$ cat config.mk
export PLATFORM = sky130hd
export DESIGN_NAME = mem_access_stage
export DESIGN_NICKNAME = d
export VERILOG_FILES = /design/src/rtl/mem_access_stage.sv
export SDC_FILE = /design/constraint.sdc
export NUM_CORES = 1
export LEC_CHECK = 0
export ABC_AREA = 1
export CAP_MARGIN = 20
export CELL_PAD_IN_SITES_DETAIL_PLACEMENT = 1
export CELL_PAD_IN_SITES_GLOBAL_PLACEMENT = 2
export CORE_ASPECT_RATIO = 1.2
export CORE_MARGIN = 10
export CORE_UTILIZATION = 22
export CTS_CLUSTER_DIAMETER = 40
export CTS_CLUSTER_SIZE = 30
export DETAILED_ROUTE_END_ITERATION = 10
export GPL_TIMING_DRIVEN = 0
export HOLD_SLACK_MARGIN = 0.12
export PLACE_DENSITY_LB_ADDON = 0.3
export SLEW_MARGIN = 10
export SYNTH_ARGS = -nofsm -noshare
export SYNTH_HDL_FRONTEND = slang
export SYNTH_SLANG_ARGS = --single-unit
export TNS_END_PERCENT = 10
$ cat constraint.sdc
create_clock -name Clk -period 1.1 [get_ports Clk]
set_input_delay 0.11 -clock Clk [delete_from_list [all_inputs] [get_ports Clk]]
set_output_delay 0.11 -clock Clk [all_outputs]
set_load 0.005 [all_outputs]
$ cat src/rtl/mem_access_stage.sv
// MEM stage: issues aligned loads/stores on a req/ack bus and registers MEM/WB; ALU ops 1 cycle, memory ops 1 cycle after ack.
// Backpressure: stall holds upstream from issue until ack or timeout; misaligned ops and timeouts retire as bubbles with an error pulse.
module mem_access_stage #(
    parameter int TIMEOUT = 255
) (
    input  logic        Clk,
    input  logic        Rst_n,
    input  logic [31:0] result,
    input  logic        ALUM2Reg,
    input  logic        DataMemRW,
    input  logic [31:0] readData2,
    input  logic [4:0]  r2wr,
    input  logic        if_wr_reg,
    output logic        mem_req,
    output logic        mem_we,
    output logic [31:0] mem_addr,
    output logic [31:0] mem_wdata,
    input  logic        mem_ack,
    input  logic [31:0] mem_rdata,
    output logic        stall,
    output logic [31:0] wb_data,
    output logic [4:0]  wb_r2wr,
    output logic        wb_if_wr_reg,
    output logic        misalign_err,
    output logic        timeout_err
);
    localparam int CW = $clog2(TIMEOUT);

    typedef enum logic {IDLE, BUSY} state_t;

    state_t          r_state;
    logic [CW-1:0]   r_count;
    logic            r_is_load;
    logic [4:0]      r_lat_r2wr;
    logic            r_lat_wr;

    logic w_mem_op;
    logic w_aligned;
    logic w_timeout_hit;

    assign w_mem_op      = ALUM2Reg | DataMemRW;
    assign w_aligned     = (result[1:0] == 2'b00);
    assign w_timeout_hit = (r_state == BUSY) && (r_count == CW'(TIMEOUT - 1));

    // Ack beats a coincident timeout, so both release the stall in the same cycle.
    assign stall = Rst_n & ((r_state == IDLE) ? (w_mem_op & w_aligned)
                                              : !(mem_ack | w_timeout_hit));

    always_ff @(posedge Clk or negedge Rst_n) begin
        if (!Rst_n) begin
            r_state      <= IDLE;
            r_count      <= '0;
            r_is_load    <= 1'b0;
            r_lat_r2wr   <= '0;
            r_lat_wr     <= 1'b0;
            mem_req      <= 1'b0;
            mem_we       <= 1'b0;
            mem_addr     <= '0;
            mem_wdata    <= '0;
            wb_data      <= '0;
            wb_r2wr      <= '0;
            wb_if_wr_reg <= 1'b0;
            misalign_err <= 1'b0;
            timeout_err  <= 1'b0;
        end else begin
            misalign_err <= 1'b0;
            timeout_err  <= 1'b0;
            case (r_state)
                IDLE: begin
                    if (!w_mem_op) begin
                        wb_data      <= result;
                        wb_r2wr      <= r2wr;
                        wb_if_wr_reg <= if_wr_reg;
                    end else if (w_aligned) begin
                        mem_req      <= 1'b1;
                        mem_we       <= DataMemRW;
                        mem_addr     <= result;
                        mem_wdata    <= readData2;
                        r_is_load    <= ~DataMemRW;
                        r_lat_r2wr   <= r2wr;
                        r_lat_wr     <= if_wr_reg;
                        r_count      <= '0;
                        wb_if_wr_reg <= 1'b0;
                        r_state      <= BUSY;
                    end else begin
                        wb_if_wr_reg <= 1'b0;
                        misalign_err <= 1'b1;
                    end
                end
                BUSY: begin
                    if (mem_ack) begin
                        mem_req <= 1'b0;
                        r_state <= IDLE;
                        if (r_is_load) begin
                            wb_data      <= mem_rdata;
                            wb_r2wr      <= r_lat_r2wr;
                            wb_if_wr_reg <= r_lat_wr;
                        end else begin
                            wb_data      <= '0;
                            wb_if_wr_reg <= 1'b0;
                        end
                    end else if (w_timeout_hit) begin
                        mem_req      <= 1'b0;
                        wb_if_wr_reg <= 1'b0;
                        timeout_err  <= 1'b1;
                        r_state      <= IDLE;
                    end else begin
                        wb_if_wr_reg <= 1'b0;
                        r_count      <= r_count + 1'b1;
                    end
                end
                default: r_state <= IDLE;
            endcase
        end
    end
endmodule

# == After elaboration in Yosys (flattened, before gate mapping) ==
# Index checks and enable logic that the tools add are counted.
# totals
register_bits,122
in_bits,107
output_inout_bits,107
word_cells,72
# classes
addsub,1
eq_ne,9
muxes,34
n_bitwise,6
n_reduce_logical,8
# op_table
cell,n
32-bit two-way mux,3
32-bit one-hot mux with 2 select lines,1
8-bit two-way mux,4
1-bit two-way mux,18
8-bit one-hot mux with 2 select lines,1
5-bit two-way mux,3
"2-bit != test, second input constant",6
5-bit one-hot mux with 2 select lines,1
3-bit AND reduction,3
"8-bit by 1-bit adder with 8-bit output, second input constant",1
"8-bit == test, second input constant",1
1-bit one-hot mux with 2 select lines,3
4-bit AND reduction,1
"3-bit by 2-bit != test with 1-bit output, second input constant",1
1-bit AND,2
2-bit logical NOT,1
"2-bit by 1-bit != test with 1-bit output, second input constant",1
1-bit inverter,2
1-bit bitwise OR,2
2-bit AND reduction,1
1-bit logical AND,1
1-bit logical NOT,1

# == Logic depth before layout (Yosys ltp) ==
# logic_depth
depth_word,6
mapped_depth,9
mapped_depth_nobuf,9

# == Worst setup path before layout ==
# No wires, ideal clock.
# synth_path
path_kind,reg-to-output
start,reg r_count[0]
end,out stall
arrival_time_ns,1.130
required_ns,0.990
setup_slack_ns,-0.140
stages_incl_launch_ff,9
cell_sequence,dfrtp_1 inv_1 ha_1 nand2_1 nor2_1 nand2_1 nand2_1 buf_4 a21boi_1
# synth_via
elab_chain_len,6
# synth_rtl
element,line_no,text
"start, declared",32,logic [CW-1:0] r_count;
"start signal, assigned",109,r_count <= r_count + 1'b1;
8-bit == test,43,assign w_timeout_hit = (r_state == BUSY) && (r_count == CW'(TIMEOUT - 1));
1-bit logical AND,43,
1-bit bitwise OR,47,: !(mem_ack | w_timeout_hit));
1-bit logical NOT,47,
1-bit two-way mux,46,assign stall = Rst_n & ((r_state == IDLE) ? (w_mem_op & w_aligned)
1-bit AND,46,
"end, declared",20,"output logic stall,"
# Every way passes these cells.

# == Final worst setup path ==
# layout_path
start,reg r_state
end,out stall
# layout_via
elab_chain_len,5
# layout_rtl
element,line_no,text
"start, declared",31,state_t r_state;
"start signal, assigned",51,r_state <= IDLE;
"start signal, assigned",84,r_state <= BUSY;
"start signal, assigned",93,r_state <= IDLE;
1-bit logical AND,43,
1-bit bitwise OR,47,
1-bit logical NOT,47,
1-bit two-way mux (*),46,
1-bit AND (*),46,
# Mark *: on every way between the ends. The rest lies on a longest branch, timed or not.

==> results.sh <==
export IMPL_outcome="finished, violations left"
export IMPL_violations="negative hold slack, negative setup slack"
export IMPL_final_max_slew_violation_count=0
export IMPL_fmax_mhz=584.7
export IMPL_timing_worst_setup_path_type="flop to output pin"
export IMPL_drive_above_1_share_pct=24.36
export IMPL_total_switching_power_mw=4.706
export IMPL_floorplan_die_area_um2=30150
export IMPL_clock_transition_at_the_register_clock_pins_on_the_worst_setup_and_hold_paths_after_cts_ns=0.06
export IMPL_cts_made_buffers=17
export IMPL_share_clk_of_total_power_pct=40.4
export IMPL_synth_seq_area_share_pct=58.84
export IMPL_synth_ff_latch_count=122
export IMPL_synth_cell_types=26
export IMPL_hold_slack_ns=-0.3235
export IMPL_post_route_worst_setup_slack_ns=-0.6104
export IMPL_placed_cells=1131
export IMPL_synth_fp_nets=711
export IMPL_top_level_ports=214
export IMPL_synthCells=602
export IMPL_die_width_um=160.2
export IMPL_setup_crit_start_kind="flop"
export IMPL_slew_headroom_pct=61.55
export IMPL_maxCapViolations=0
export IMPL_swShare_pct=28.99
export IMPL_most_common_cell_after_layout_fill_and_taps_aside="sky130_fd_sc_hd__nand2_1"
export IMPL_end_kind="output pin"
export IMPL_clock_tree_htree_level_count=4
export IMPL_final_non_filler_cell_total=1178
export IMPL_power_combinational_fraction_pct=23.1
export IMPL_clock_latency_ns=0.41
export IMPL_firstDrtPassIters=4
export IMPL_route_detailed_vias_per_inst=4.216
export IMPL_p_leak_nw=4.064
export IMPL_clock_path_buffers=2
export IMPL_report_power_total_mw=16.23
export IMPL_crit_arrival_ns=1.60
export IMPL_overall_die_height_um=188.2
export IMPL_grt_first_pass_wirelength_mm=33.62
export IMPL_ir_drop_v=0.001038
export IMPL_finalNetCount=958
export IMPL_area_growth_syn_to_layout_pct=58.40
export IMPL_core_area_um2=23200
export IMPL_netlist_top_cell_by_area="sky130_fd_sc_hd__dfrtp_1"
export IMPL_post_place_ws_ns=-0.9595
export IMPL_period_minus_slack_ns=1.710
export IMPL_pin_count_of_the_biggest_net_entering_global_routing=69
export IMPL_wirelength_mm=21.62
export IMPL_drt_wirelength_per_cell_um=18.36
export IMPL_overflow=0
export IMPL_timing_final_crit_share_pct=155.5
export IMPL_sequentialPowerShare_pct=36.6
export IMPL_layout_common_cells="sky130_fd_sc_hd__nand2_1 (268), sky130_fd_sc_hd__dfrtp_1 (122), sky130_fd_sc_hd__clkdlybuf4s50_1 (105), sky130_fd_sc_hd__buf_2 (82), sky130_fd_sc_hd__nor2_1 (49)"
export IMPL_remaining_drc_errors=0
export IMPL_synth_area_leaders="sky130_fd_sc_hd__dfrtp_1 (59%), sky130_fd_sc_hd__nand2_1 (20%), sky130_fd_sc_hd__a31oi_1 (4.5%), sky130_fd_sc_hd__nand3_1 (4.3%), sky130_fd_sc_hd__nor2_1 (3.6%)"
export IMPL_floorplan_initialDensity_pct=22.36
export IMPL_power_report_internal_total_mw=11.53
export IMPL_antenna_found_initial=1
export IMPL_final_setup_viol_count=121
export IMPL_synthesis_yosys_warnings=0
export IMPL_cts_root_buffer_cell="sky130_fd_sc_hd__clkbuf_16"
export IMPL_fin_skew_ns=0.01114
export IMPL_number_of_global_route_vias_before_repair=5481
export IMPL_timing_reg2reg_worst_path_depth=8
export IMPL_tightest_slew_ns=0.5767
export IMPL_mappedNetlistArea_um2=5189
export IMPL_route_antenna_remaining_nets=0
export IMPL_placement_io_buffers=213
export IMPL_std_cell_rows=61
export IMPL_avgSynthCellArea_um2=8.619
export IMPL_grt_util_all_layers_pct=14.24
export IMPL_p_per_area_nw_per_um2=1975
export IMPL_cts_tree="done"
export IMPL_crit_fanout=10
export IMPL_final_hold_viol_count=54
export IMPL_initial_drc_count=176
export IMPL_worst_ep_required_time_ns=0.99
export IMPL_layout_filler_cells=2762
export IMPL_area_share_of_the_leading_cell_type_in_the_synthesized_netlist_pct=58.84
export IMPL_grt_setup_unrepaired="true"
export IMPL_detailedPlacementHpwl_mm=15.77
export IMPL_dr_total_vias=4966
export IMPL_min_path_type="input port to async pin"
export IMPL_place_gp_congestion=0.7435
export IMPL_cts_sink_count=122
export IMPL_largest_registers="mem_addr: 32 flops, mem_wdata: 32 flops, wb_data: 32 flops"
cells in the mapped netlist:
cell and instances:
sky130_fd_sc_hd__nand2_2 2, sky130_fd_sc_hd__buf_2 13, sky130_fd_sc_hd__nand2_1 274, sky130_fd_sc_hd__o21ai_1 2, sky130_fd_sc_hd__o22ai_1 1, sky130_fd_sc_hd__a21o_1 1, sky130_fd_sc_hd__dfrtp_1 122, sky130_fd_sc_hd__buf_4 9
sky130_fd_sc_hd__clkbuf_1 7, sky130_fd_sc_hd__nand3_4 1, sky130_fd_sc_hd__nor3_1 1, sky130_fd_sc_hd__inv_1 13, sky130_fd_sc_hd__ha_1 2, sky130_fd_sc_hd__a31oi_1 37, sky130_fd_sc_hd__a21boi_1 1, sky130_fd_sc_hd__inv_4 1
sky130_fd_sc_hd__o21a_1 1, sky130_fd_sc_hd__inv_2 1, sky130_fd_sc_hd__nand3_2 1, sky130_fd_sc_hd__a21oi_1 4, sky130_fd_sc_hd__o21ai_0 4, sky130_fd_sc_hd__nor2_2 1, sky130_fd_sc_hd__nand2_4 1, sky130_fd_sc_hd__buf_6 7
sky130_fd_sc_hd__nor2_1 50, sky130_fd_sc_hd__nand3_1 45
per-layer routing:
layer / GRT usage [%] / part of all wire (%) / up-vias
met3: 7.196 / 9.6 / 9
met2: 23.19 / 48 / 152
met1: 16.49 / 42 / 2391
met4: 2.970 / 0.75 / 0
li1: - / - / 2414
met5: 0 / 0 / -
cell type report:
type                       count  area [um^2]  area share, %
antenna                        1        2.502        0.03045
multi-input combinational    429         1929          23.47
clock inverter                14        244.0          2.968
tap                          315        394.1          4.795
buffer                        36        336.6          4.095
clock buffer                  18        439.2          5.343
timing repair buffer         228         1757          21.37
sequential                   122         3053          37.14
inverter                      15        63.81         0.7764
final timing paths:
path | from | to | slack (ns)
worst min register to register | mem_wdata[6]$_DFFE_PN0P_ | mem_wdata[6]$_DFFE_PN0P_ | 0.47
worst max register to register | r_state$_DFF_PN0_ | wb_data[2]$_DFFE_PN0P_ | -0.38
worst min-delay path | Rst_n | mem_wdata[24]$_DFFE_PN0P_ | -0.32
min in group Clk | readData2[1] | mem_wdata[1]$_DFFE_PN0P_ | 0.23
max in group asynchronous | Rst_n | r_lat_r2wr[1]$_DFFE_PN0P_ | 0.64
worst max-delay path | r_state$_DFF_PN0_ | stall | -0.61
cell families after synthesis:
kind of cell    after synthesis  share of synthesized area [%]
flops                       122                          58.84
compound gates               51                          5.980
fa+ha+maj                     2                         0.4822
buf+inv                      51                          5.715
simple gates                376                          28.98
critical path: stages (launching register included):
cell	delay, ns
sky130_fd_sc_hd__dfrtp_1	0.37
sky130_fd_sc_hd__buf_6	0.13
sky130_fd_sc_hd__inv_8	0.07
sky130_fd_sc_hd__nand3_4	0.09
sky130_fd_sc_hd__buf_12	0.15
sky130_fd_sc_hd__buf_6	0.14
sky130_fd_sc_hd__a21boi_2	0.12
sky130_fd_sc_hd__buf_2	0.12
repair_timing:
action,4_1_cts,5_1_grt
setup buffers,8,8
endpoints found under the hold margin,54,54
endpoints found under the setup margin,228,156
pin swaps,2,3
resized for setup,409,49
metrics by stage:
stage	cell area (um^2)	TNS, ns	utilization [%]
2_1_floorplan	5205	-5.427	-
3_3_place_gp	7731	-754.77	33.32
3_5_place_dp	7760	-58.41	33.44
4_1_cts	8218	-35.29	35.42
5_1_grt	8217	-41.84	35.41
6_report	8219	-32.81	35.42
power by group through the flow:
stage / sequential [mW] / combinational, mW / clock, mW
global route: 6.08 / 4.24 / 6.98
finish: 5.93 / 3.74 / 6.56
global placement: 6.01 / 4.38 / 0
floorplan: 6.07 / 1.35 / 0
detailed placement: 6.05 / 4.41 / 0
CTS: 5.95 / 3.86 / 6.73
(Power assumes the default switching activity.)
